===== src/rtl/peri_bus_bridge.sv =====
// Core-to-peripheral bus bridge. Stores are queued and issued one per cycle.
// Loads run a fixed-latency read sequence and return a one-cycle response strobe.
//
// state   | meaning
// IDLE    | issue queued stores, or accept a load when the queue is empty
// RD_ADDR | read address on the peripheral bus for one cycle
// RD_WAIT | wait out the read latency, then sample peri_data_i
// RD_RESP | present the load response for one cycle
module peri_bus_bridge #(
    parameter int FIFO_DEPTH = 4,
    parameter int RD_LAT     = 1
) (
    input  logic        clk_i,
    input  logic        rst_ni,
    input  logic        req_i,
    input  logic        we_i,
    input  logic [31:0] addr_i,
    input  logic [31:0] wdata_i,
    output logic        gnt_o,
    output logic        rvalid_o,
    output logic [31:0] rdata_o,
    output logic [31:0] peri_address_o,
    output logic [31:0] peri_data_o,
    input  logic [31:0] peri_data_i,
    output logic        busy_o
);

    localparam int PW = $clog2(FIFO_DEPTH);
    localparam int CW = $clog2(FIFO_DEPTH + 1);

    typedef enum logic [1:0] {IDLE, RD_ADDR, RD_WAIT, RD_RESP} state_t;

    state_t        state_q, state_d;
    logic [31:0]   fifo_addr [FIFO_DEPTH];
    logic [31:0]   fifo_data [FIFO_DEPTH];
    logic [PW-1:0] wr_ptr_q, rd_ptr_q;
    logic [CW-1:0] count_q;
    logic [1:0]    lat_q, lat_d;
    logic [31:0]   cmd_addr_d, cmd_data_d;
    logic          push, pop, st_gnt, ld_gnt, rd_sample;

    // Full status is judged on the pre-pop count, so a full queue never grants.
    assign st_gnt = req_i & we_i & (count_q < CW'(FIFO_DEPTH));
    assign push   = st_gnt;
    assign pop    = (state_q == IDLE) & (count_q != '0);
    assign ld_gnt = req_i & ~we_i & (count_q == '0) & (state_q == IDLE) & ~push;
    assign gnt_o  = st_gnt | ld_gnt;

    assign rvalid_o = (state_q == RD_RESP);
    assign busy_o   = (count_q != '0) | (state_q != IDLE);

    always_comb begin
        state_d    = state_q;
        lat_d      = lat_q;
        cmd_addr_d = '0;
        cmd_data_d = '0;
        rd_sample  = 1'b0;
        case (state_q)
            IDLE: begin
                if (pop) begin
                    cmd_addr_d = fifo_addr[rd_ptr_q];
                    cmd_data_d = fifo_data[rd_ptr_q];
                end else if (ld_gnt) begin
                    // The command register doubles as the latched read address.
                    cmd_addr_d = addr_i;
                    state_d    = RD_ADDR;
                end
            end
            RD_ADDR: begin
                lat_d   = 2'(RD_LAT - 1);
                state_d = RD_WAIT;
            end
            RD_WAIT: begin
                if (lat_q == '0) begin
                    rd_sample = 1'b1;
                    state_d   = RD_RESP;
                end else begin
                    lat_d = lat_q - 1'b1;
                end
            end
            RD_RESP: state_d = IDLE;
            default: state_d = IDLE;
        endcase
    end

    always_ff @(posedge clk_i or negedge rst_ni) begin
        if (!rst_ni) begin
            state_q        <= IDLE;
            lat_q          <= '0;
            wr_ptr_q       <= '0;
            rd_ptr_q       <= '0;
            count_q        <= '0;
            peri_address_o <= '0;
            peri_data_o    <= '0;
            rdata_o        <= '0;
        end else begin
            state_q        <= state_d;
            lat_q          <= lat_d;
            peri_address_o <= cmd_addr_d;
            peri_data_o    <= cmd_data_d;
            if (push) wr_ptr_q <= wr_ptr_q + 1'b1;
            if (pop)  rd_ptr_q <= rd_ptr_q + 1'b1;
            if (push && !pop)      count_q <= count_q + 1'b1;
            else if (pop && !push) count_q <= count_q - 1'b1;
            if (rd_sample) rdata_o <= peri_data_i;
        end
    end

    always_ff @(posedge clk_i) begin
        if (push) begin
            fifo_addr[wr_ptr_q] <= addr_i;
            fifo_data[wr_ptr_q] <= wdata_i;
        end
    end

endmodule


===== config.mk =====
export PLATFORM = sky130hd
export DESIGN_NAME = peri_bus_bridge
export DESIGN_NICKNAME = d
export VERILOG_FILES = /design/src/rtl/peri_bus_bridge.sv
export SDC_FILE = /design/constraint.sdc
export NUM_CORES = 1
export LEC_CHECK = 0
export CORE_UTILIZATION = 40
export DETAILED_ROUTE_END_ITERATION = 10
export MAX_ROUTING_LAYER = met4
export SYNTH_ARGS = -nofsm -noshare
export SYNTH_HDL_FRONTEND = slang
export SYNTH_SLANG_ARGS = --single-unit

===== constraint.sdc =====
create_clock -name clk_i -period 5 [get_ports clk_i]
set_input_delay 1 -clock clk_i [delete_from_list [all_inputs] [get_ports clk_i]]
set_output_delay 1 -clock clk_i [all_outputs]
set_load 0.005 [all_outputs]

Word level (Yosys, flattened, before mapping). Memory sizes are Yosys's and may differ from the RTL's. Cells that the tools add are included.

Bits in latches: 0. Word-level logic and storage cells: 64. Memories: 2. Bits of input ports: 100. Register bits after elaboration: 107. Output and inout port bits: 99. Bits in writable memories: 256. Memory bits (read-only): 0.

Memory list: fifo_addr (words 4, bits a word 32, rd ports 1, clocked after Yosys merged registers in 0, write ports 1, line 34) `logic [31:0] fifo_addr [FIFO_DEPTH];`; fifo_data (words 4, bits a word 32, rd ports 1, clocked after Yosys merged registers in 0, write ports 1, line 35) `logic [31:0] fifo_data [FIFO_DEPTH];`.

Div/mod/pow operators: 0. Equal/unequal tests: 7. Bitwise gates (word level): 11. Add/subtract/negate cells: 5. Reduce and logical (&&, ||, !) cells: 13. Multiply operators: 0. Order comparisons: 1. Shift operators: 0. Mux-type cells: 17.

Operators by type and width (number): $mux W32 (5); $mux W2 (4); $ne A2 B2 Y1 const B (4); $pmux W2 S4 (1); $and A1 B1 Y1 (7); $mux W3 (2); $reduce_bool A2 Y1 (3); $add A2 B1 Y2 const B (2); $eq A2 B2 Y1 const B (2); $logic_not A2 Y1 (2); $mux W1 (4); $pmux W2 S2 (1); $add A3 B1 Y3 const B (1); $logic_not A3 Y1 (1); $lt A3 B3 Y1 const B (1); $reduce_and A3 Y1 (1); $reduce_bool A3 Y1 (1); $sub A3 B1 Y3 const B (1); $eq A2 B1 Y1 const B (1); $logic_and A1 B1 Y1 (2); $logic_not A1 Y1 (2); $not A1 Y1 (2); $or A1 B1 Y1 (2); $reduce_and A2 Y1 (1); $sub A2 B1 Y2 const B (1).

Longest topological paths before layout.
Word-level depth: 8. Gate-level depth with buffers: 11. Depth with buffers taken out: 10.

Worst setup path after synthesis. OpenSTA, ideal clock, no wires.

Kind: in2reg. Start point: input we_i. End point: memory fifo_addr[0][0] (enable). Arrival: 2.912 ns. Buffers on the path: 0. Setup time: 0.429 ns. Stages: 3. Setup slack: 1.659 ns. Required time: 4.571 ns. Cells stage by stage: nand2_1 -> nor2_1 -> and2_1.

Longest elaborated chain between the ends: 4.

Ends and longest elaborated chain: start: declaration (line 16) `input logic we_i,`; $and A1 B1 Y1 (2 in a row) (line 43) `assign st_gnt = req_i & we_i & (count_q < CW'(FIFO_DEPTH));`; net push (line 40) `logic push, pop, st_gnt, ld_gnt, rd_sample;`; $mux W1 (line 110) `if (push) begin`; $mux W1 (implied by the code) (line 111) `fifo_addr[wr_ptr_q] <= addr_i;`; end: declaration (line 34).

The timed path passes the listed nets, and every way through them passes these cells.

Final worst setup path.
Start point: input we_i. End point: output gnt_o.

Elaborated cells between the ends (all ways): 9. Classes of those cells: bitwise: 9.

RTL lines: $and A1 B1 Y1 (*) (2 in a row) (line 43); net push (line 40); $not A1 Y1 (line 46) `assign ld_gnt = req_i & ~we_i & (count_q == '0) & (state_q == IDLE) & ~push;`; $and A1 B1 Y1 (line 46); $or A1 B1 Y1 (*) (line 47) `assign gnt_o = st_gnt | ld_gnt;`; end: declaration (line 19) `output logic gnt_o,`.

The timed path passes the listed nets; every way through them passes the cells marked *.

==> run_results.csv <==
group,metric,value,unit
yosys,synth_compound_area_share,2.51,%
placement,port_buffers,198,
finish,fin_cells,1298,
global_route,antenna_found_initial,1,
worst_setup_path,cpLargestDelayFamily,"buffers and inverters",
yosys,synthCells,609,
floorplanning,die_width,184,um
yosys,synth_edf_count,256,
yosys,synthXorXnorAreaFrac,0.397,%
cts,post-cts-setup-buffers,0,
worst_setup_path,end_kind,"output port",
yosys,synth_area,13200,sq um
yosys,syn-num-nets,721,
floorplanning,die_h,184,um
sta,rsz0062_at_grt,"no",
detailed_routing,vias_per_cell,4.95,
placement,gp_congestion,0.676,
detailed_routing,routed_wl,26.2,mm
worst_setup_path,critPathKind,"input pin to output port",
sta,worstMarginPinSlew,1.24,ns
worst_setup_path,cp.arrival,2.76,ns
status,outcome,"complete, no violations",
detailed_routing,first_pass_iters,4,
pwr,ir_drop,288,uV
sta,period_share,75.2,%
floorplanning,start_util,40.7,%
detailed_routing,avgRoutedWirePerCell,20.2,um
hold_path,hold_class,"input pin to async pin",
finish,area_growth_syn_to_layout,28.0,%
global_route,grt_usage,16.6,%
sta,finalClockSkew,0.0138,ns
finish,seqCellArea,10400,sq um
yosys,synth_cell_type_count,26,
cts,clk_latency,0.51,ns
finish,drive_above_1_share,19.9,%
yosys,synth_common_cells,"256 x edfxtp_1, 107 x dfrtp_1, 64 x mux4_2",
global_route,grt_max_degree,67,
yosys,synth-simple-area-share,2.40,%
sta,layout_setup_ws,1.24,ns
cts,cts.repair.resized,0,
pwr,powerDensity,554,nW/um^2
sta,clock.fmax,266,MHz
detailed_routing,drc,0,
flow_run,max_cap_viol_count,0,
placement,dp_hpwl,15.3,mm
floorplanning,rows,66,
finish,multi_input_area,2690,sq um
global_route,grt_pass1_wl,40.8,mm
sta,slew_viol_final,0,
detailed_routing,first_iter_violations,375,
worst_setup_path,crit_path_start_kind,"input pin",
yosys,synth_largest_area_cell,"edfxtp_1",
sta,period_needed,3.76,ns
detailed_routing,ant_nets,0,
yosys,yosysMostFrequentCell,"edfxtp_1",
sta,slew_headroom,17.0,%
pwr,leakage,6.04,nW
worst_setup_path,cpPeakStageDelay,0.50,ns
worst_setup_path,crit_chain,"clkdlybuf4s50_1 -> nand2_1 -> nor2_1 -> or2_2 -> clkdlybuf4s50_1",
yosys,ys.flop_type,"edfxtp_1",
cts,cts_buffers,39,
sta,finalHoldViolCount,0,
yosys,synthAdderAreaFrac,1.19,%
yosys,synth_top_family_by_area,"multiplexers",
sta,finalSetupViolCount,0,
worst_setup_path,path_buf_inv,2,
finish,nets,937,
cts,clock_path_buffers,3,
worst_setup_path,crit_required,4.00,ns
finish,n_fill_cell,2637,
cts,clk_pin_slew,0.05,ns
cts,root_buffer,"clkbuf_16",
placement,dp.cells,1226,
floorplanning,die-area,33800,sq um
yosys,synth_async_sr_flop_share,29.5,%
global_route,overflow,0,
detailed_routing,via_count,6431,
cts,cts_num_sinks,363,
worst_setup_path,crit_path_top_delay_cell,"clkdlybuf4s50_1",
sta,timing.setup.tns,0,ns
placement,pre_cts_slack,1.23,ns
yosys,ys_top_cells_by_area,"edfxtp_1 58%, dfrtp_1 20%, mux4_2 11%, mux2_2 2.8%, a22o_1 2.1%",
yosys,muxShareOfSynthArea,13.7,%
yosys,synth_seq_area_share,78.3,%
cts,ctsHoldBuffers,0,
yosys,synth_top_cell_area_share,58.1,%
worst_setup_path,critPathMaxFanout,9,
floorplanning,core_area,32500,sq um
yosys,ys_ff_latch,363,
cts,cts_tree,"yes",
yosys,synth_warnings,0,
floorplanning,ioPinCount,199,
global_route,first_global_vias,7248,
worst_setup_path,crit_path_frequent_cell,"clkdlybuf4s50_1",
yosys,synth_area_per_cell,21.7,sq um
cts,htreeDepth,2,
-- final cells by class --
type | instances | share of cell area [%]
Sequential cell | 363 | 61.3
Multi-Input combinational cell | 210 | 15.9
Timing Repair Buffer | 203 | 11.9
Clock buffer | 56 | 6.75
Tap cell | 442 | 3.27
Clock inverter | 15 | 0.724
Inverter | 8 | 0.177
Antenna cell | 1 | 0.0148
-- cell families after synthesis --
| logic type | count (synthesis) |
|---|---|
| XOR/XNOR | 6 |
| flip-flops | 363 |
| AO/OA/AOI/OAI | 40 |
| adder cells (fa/ha/maj) | 12 |
| AND/OR/NAND/NOR | 55 |
| buffers and inverters | 36 |
| multiplexers | 97 |
-- sequential cells by signal, summed over array words and instances, names as in the netlist --
name            flops
state_q             2
lat_q               2
peri_address_o     32
fifo_addr         128
rd_ptr_q            2
count_q             3
wr_ptr_q            2
fifo_data         128
rdata_o            32
peri_data_o        32
-- routing by layer --
layer	track usage (%)	vias to the layer above	wire, um	part of all wire, %
li1	-	2842	-	-
met1	21.4	3316	11600	44
met2	26.9	232	12600	48
met3	3.39	41	1540	5.9
met4	4.37	0	465	1.8
met5	-	-	0	0
-- power breakdown --
group / total (mW) / internal (mW) / switching [mW]
combinational: 2.38 / 1.53 / 0.845
clock: 2.77 / 1.69 / 1.09
sequential: 4.22 / 3.79 / 0.432
total: 9.37 / 7.01 / 2.36
-- worst paths after layout --
kind                                   startpoint                            to  slack, ns  cells past startpoint
max                                          we_i                         gnt_o       1.24                      5
min                                        rst_ni       rdata_o[29]$_DFFE_PN0P_       0.44                      1
max reg2reg                state_q[0]$_DFFE_PN0P_        count_q[1]$_DFFE_PN0P_       2.17                      9
min reg2reg                  lat_q[0]$_DFFE_PN0P_          lat_q[0]$_DFFE_PN0P_       0.50                      1
max in group asynchronous                  rst_ni  peri_address_o[28]$_DFF_PN0_       3.61                      2
min in group clk_i           lat_q[0]$_DFFE_PN0P_          lat_q[0]$_DFFE_PN0P_       0.50                      1
-- stage by stage --
stage	instance area (sq um)	hold WS, ns	power, mW	utilization, %
global route	16900	0.463	9.86	52.0
finish	16900	0.444	9.37	52.0
CTS	16900	0.443	9.53	52.0
floorplan	13200	0.458	5.49	-
detailed placement	15700	0.492	6.72	48.1
global placement	15700	0.484	6.64	48.1
-- cells in the final DEF, fill, tap and decap left out, drive strengths merged --
cell           count
xnor2              4
fa                 1
clkinv            13
clkbuf            56
mux4              64
and3               1
diode              1
dfrtp            107
a21boi             1
a22o              32
nand2             10
nor2b              2
nor3               1
or2                1
and2              37
xor2               2
nand2b             1
ha                11
o21ai              4
o32a               1
o22ai              1
inv                8
nor2               2
bufinv             2
mux2              33
edfxtp           256
clkdlybuf4s50    197
o31ai              1
buf                6
Note: power is estimated with default switching activity, not from simulation.
